==> config.mk <==
export PLATFORM = sky130hd
export DESIGN_NAME = fma_issue_ctrl
export DESIGN_NICKNAME = d
export VERILOG_FILES = /design/src/rtl/fma_issue_ctrl.sv
export SDC_FILE = /design/constraint.sdc
export NUM_CORES = 1
export LEC_CHECK = 0
export CORE_MARGIN = 4
export CORE_UTILIZATION = 28
export CTS_CLUSTER_DIAMETER = 80
export DETAILED_ROUTE_END_ITERATION = 8
export HOLD_SLACK_MARGIN = 0.1
export SLEW_MARGIN = 5
export SYNTH_ARGS = -nofsm -noshare
export SYNTH_HDL_FRONTEND = slang
export SYNTH_SLANG_ARGS = --single-unit
==> constraint.sdc <==
create_clock -name clk -period 2.7 [get_ports clk]
set_clock_uncertainty 0.15 [all_clocks]
set_input_delay 0.54 -clock clk [delete_from_list [all_inputs] [get_ports clk]]
set_output_delay 0.54 -clock clk [all_outputs]
set_load 0.03 [all_outputs]
==> src/rtl/fma_issue_ctrl.sv <==
// fma_issue_ctrl
//   Sequencing and arbitration controller for a pipelined FMA datapath
//   (multiply/align, significand add, normalize/round). Two requesters
//   share the unit through round-robin arbitration. The block tracks the
//   valid/tag/source of each stage and produces pipeline-register enables.
//
// Handshakes (valid/ready):
//   Request side:  op i is accepted on a rising clk edge where
//                  ReqValid[i] & ReqReady[i]. ReqReady never depends on
//                  accepting the op; it is one-hot or zero.
//   Response side: a result is delivered on a rising clk edge where
//                  RespValid & RespReady. While RespValid & ~RespReady,
//                  RespTag/RespSrc and every stage hold unchanged.
//
// Ports:
//   clk, reset     clock, synchronous active-high reset
//   ReqValid[2]    per-requester operation valid
//   ReqTag0/1      requester tags carried alongside the op
//   ReqReady[2]    one-hot grant
//   IssueSel       stage-0 operand mux select (granted index, else pointer)
//   StageEn        datapath pipeline register load enables
//   StageValid     per-stage valid (bit 0 = first stage)
//   RespValid      final stage holds a result
//   RespReady      consumer accepts the result
//   RespSrc/Tag    requester index and tag of the final-stage op
//   Flush          kill all in-flight ops, no grant this cycle
//   Busy           any stage valid
module fma_issue_ctrl #(
  parameter int NSTAGE = 3,
  parameter int TAGW   = 4
) (
  input  logic              clk,
  input  logic              reset,
  input  logic [1:0]        ReqValid,
  input  logic [TAGW-1:0]   ReqTag0,
  input  logic [TAGW-1:0]   ReqTag1,
  output logic [1:0]        ReqReady,
  output logic              IssueSel,
  output logic [NSTAGE-1:0] StageEn,
  output logic [NSTAGE-1:0] StageValid,
  output logic              RespValid,
  input  logic              RespReady,
  output logic              RespSrc,
  output logic [TAGW-1:0]   RespTag,
  input  logic              Flush,
  output logic              Busy
);

  logic [NSTAGE-1:0] stage_valid;
  logic [TAGW-1:0]   stage_tag [NSTAGE];
  logic              stage_src [NSTAGE];
  logic              rr_ptr;     // requester preferred when both are valid

  logic              adv;
  logic              grant_any;
  logic              grant_sel;
  logic [TAGW-1:0]   grant_tag;

  // The whole pipe moves together: it advances whenever the final stage is
  // empty or its result is being taken. No bubble collapse.
  assign adv = ~stage_valid[NSTAGE-1] | RespReady;

  always_comb begin
    grant_sel = 1'b0;
    if (ReqValid == 2'b11) begin
      grant_sel = rr_ptr;
    end else if (ReqValid[1]) begin
      grant_sel = 1'b1;
    end
  end

  assign grant_any = adv & ~Flush & ~reset & (|ReqValid);
  assign grant_tag = grant_sel ? ReqTag1 : ReqTag0;

  always_comb begin
    ReqReady = 2'b00;
    if (grant_any) begin
      ReqReady = grant_sel ? 2'b10 : 2'b01;
    end
  end

  // With no grant the mux select parks on the pointer; data is don't-care.
  assign IssueSel = grant_any ? grant_sel : rr_ptr;

  always_ff @(posedge clk) begin
    if (reset) begin
      stage_valid <= '0;
      rr_ptr      <= 1'b0;
      for (int k = 0; k < NSTAGE; k++) begin
        stage_tag[k] <= '0;
        stage_src[k] <= 1'b0;
      end
    end else if (Flush) begin
      // A handshake completing this cycle is still delivered; everything
      // else in flight is dropped. Tags are left as-is since no valid bit
      // qualifies them. No grant happens, so the pointer holds.
      stage_valid <= '0;
    end else if (adv) begin
      stage_valid[0] <= grant_any;
      stage_tag[0]   <= grant_tag;
      stage_src[0]   <= grant_sel;
      for (int k = 1; k < NSTAGE; k++) begin
        stage_valid[k] <= stage_valid[k-1];
        stage_tag[k]   <= stage_tag[k-1];
        stage_src[k]   <= stage_src[k-1];
      end
      if (grant_any) begin
        rr_ptr <= ~grant_sel;
      end
    end
  end

  assign StageEn    = {NSTAGE{adv}};
  assign StageValid = stage_valid;
  assign RespValid  = stage_valid[NSTAGE-1];
  assign RespTag    = stage_tag[NSTAGE-1];
  assign RespSrc    = stage_src[NSTAGE-1];
  assign Busy       = |stage_valid;

endmodule

==> impl_metrics.ini <==
[status]
status = finished clean

[final_layout]
fillers = 300
nets = 117
syn_to_final_growth_pct = 32.3
instances_no_fill = 146
n_antenna_cell = 0
multi_input_area_um2 = 279
drive_above_1_share_pct = 16.7
register_area_um2 = 531

[global_route]
grt_pass1_wl_um = 2880
grt_pass1_vias = 640
track_usage_pct = 8.72
antenna_found_initial = 0
overflow = 0
grt_max_degree = 17

[synthesis]
synth_top_family_by_area = simple AND/OR/NAND/NOR gates
synth.largest_area_cell = edfxtp_1
ys_seq_area_share_pct = 58.2
synthTopCellsByArea = edfxtp_1, dfxtp_1, and3_1
ys_ff_latch = 19
syn_nets = 92
yosys.area_share.adder_pct = 0
syn_area_um2 = 911
yosysWarnings = 0
netlist_instances = 78
syn_avg_cell_area_um2 = 11.7
synth.distinct_cells = 27
synth_compound_area_share_pct = 13.5
synth_xor_xnor_area_share_pct = 0
synthMuxAreaShare_pct = 1.10
synth-simple-area-share_pct = 16.1
synth_top_area_share_pct = 49.5

[clock_network]
clock_path_buffers = 2
cts_hold_buf = 0
cts_tree = built
h-tree-depth = 1
cts.clk_slew.worst_paths_ps = 110
numCtsBuffers = 3
clock_latency_ps = 290
post_cts_resized = 0
cts_setup_buffers = 0
cts.sinks = 19
clock-root-buffer = clkbuf_4

[timing]
finalCriticalPeriod_ps = 2500
max_clock_freq_ghz = 0.400
slew_headroom_pct = 78.5
hold_viol = 0
rsz0062_at_grt = no
worstMarginPinSlew_ps = 322
timing.final.crit_share_pct = 92.6
tns_ps = 0
drv_slew = 0
setup_viol_count_final = 0

[min_path]
hp-class = flop to flop
min_from = StageValid[1]$_SDFFE_PP0N_
holdPathStages = 1
hold_end = StageValid[2]$_SDFFE_PP0N_

[worst_setup_path]
cp_data_required_time_ps = 2010
worst-endpoint-arrival_ps = 1810
worstPathMaxFanout = 5
critPathKind = primary input to primary output
crit_path_end_kind = primary output
worst_setup_path_start_kind = primary input
reg2reg_depth = 3
worstReg2RegEnd = stage_tag[0][0]$_SDFFCE_PN0P_
r2r_start = rr_ptr$_SDFFE_PP0P_
r2r_setup_slack_ps = 1260

[route]
dr.pass1.iters = 4
routedWlPerCell_um = 11.1
first_iter_violations = 20
drtAntennaViolNets = 0
wirelength_um = 1610
vias_per_cell = 4.56
drc_errors = 0
vias = 666

[placed_design]
dp_hpwl_um = 1250
portBuffers = 29
place.gp.congestion = 0.726
place_inst = 142

[die]
start_util_pct = 29.6
coreArea_mm2 = 0.00308
fp.dieW_um = 65.0
die_h_um = 65.0
fp-row-count = 20
die_area_mm2 = 0.00423
io_pins = 30

[power]
p_per_area_mw_per_mm2 = 476
ir_worst_vdd_v = 0.000219
p_leak_uw = 0.000479
p_total_uw = 573

[flow_run]
drv_cap = 0
routing by layer:
metal	vias to the layer above	GRT usage (%)	wire length [µm]	part of all wire [%]
met5	-	0	0	0
li1	334	-	-	-
met2	33	14.8	794	49
met4	0	2.33	12	0.74
met3	2	3.47	139	8.6
met1	297	10.2	667	41
state kept, by name, summed over array words and instances (netlist names):
register	flops
StageValid	3
rr_ptr	1
stage_src	3
stage_tag	12
Yosys cell counts:
master      n
o211ai_1    4
a21oi_1     4
and2b_2     1
a211oi_1    1
nor4_1      1
dfxtp_1     4
o21a_1      1
nand2_1     1
and3_1     10
inv_2       1
a311oi_1    1
buf_6       1
buf_4       8
nor2_4      1
nor2_1      1
o21bai_1    1
edfxtp_1   15
buf_2       3
or3_1       1
nor3_1      5
mux2i_1     1
inv_1       3
nor2b_4     1
a31oi_1     2
a2bb2oi_1   1
nand3_1     1
o21ai_0     4
critical path, stage by stage:
cell             delay, ps
clkdlybuf4s50_1        440
nor2b_4                180
inv_2                   70
a31oi_1                170
a2bb2oi_1              210
buf_4                  200
area by class of cell:
type	instances	area share, %
clock inverters	1	0.415
multi-input cells	43	23.2
repair buffers	32	24.7
flip-flops and latches	19	44.0
well taps	44	4.57
clock buffers	3	1.87
inverters	4	1.25
logic make-up after synthesis:
logic type / count (synthesis)
AOI/OAI and AO/OA: 19
buffers and inverters: 16
DFF: 19
muxes: 1
and+or+nand+nor: 23
placed cells by master (no fill, tap or decap), types with 2 or more instances in the layout:
cell,count
inv_1,3
o211ai_1,4
a21oi_1,4
edfxtp_1,15
a31oi_1,2
buf_4,9
dfxtp_1,4
nor3_1,5
clkbuf_4,3
clkdlybuf4s50_1,23
and3_1,10
o21ai_0,4
power by group:
| part | internal, µW | total (µW) | switching [µW] |
|---|---|---|---|
| Clock | 55.1 | 140 | 84.7 |
| Combinational | 45.0 | 94.6 | 49.6 |
| Sequential | 333 | 339 | 5.42 |
| Total | 433 | 573 | 140 |
worst max path at each step:
stage	slack, ps	to	start	depth (start not counted)
floorplan	440	ReqReady[0]	StageValid[2]$_SDFFE_PP0N_	4
global placement	230	ReqReady[0]	Flush	5
detailed placement	200	IssueSel	RespReady	6
CTS	190	IssueSel	RespReady	6
global route	80	ReqReady[0]	reset	5
finish	200	IssueSel	RespReady	6
stage by stage:
step           util [%]  worst slack [ps]  area, µm²  hold slack, ps
6_report           39.1               201       1200             383
5_1_grt            39.1              82.7       1200             421
4_1_cts            39.1               189       1200             377
3_5_place_dp       38.3               196       1180             355
3_3_place_gp       38.3               229       1180             361
2_1_floorplan         -               436        911             370
Power figures use the tool's default switching activity.
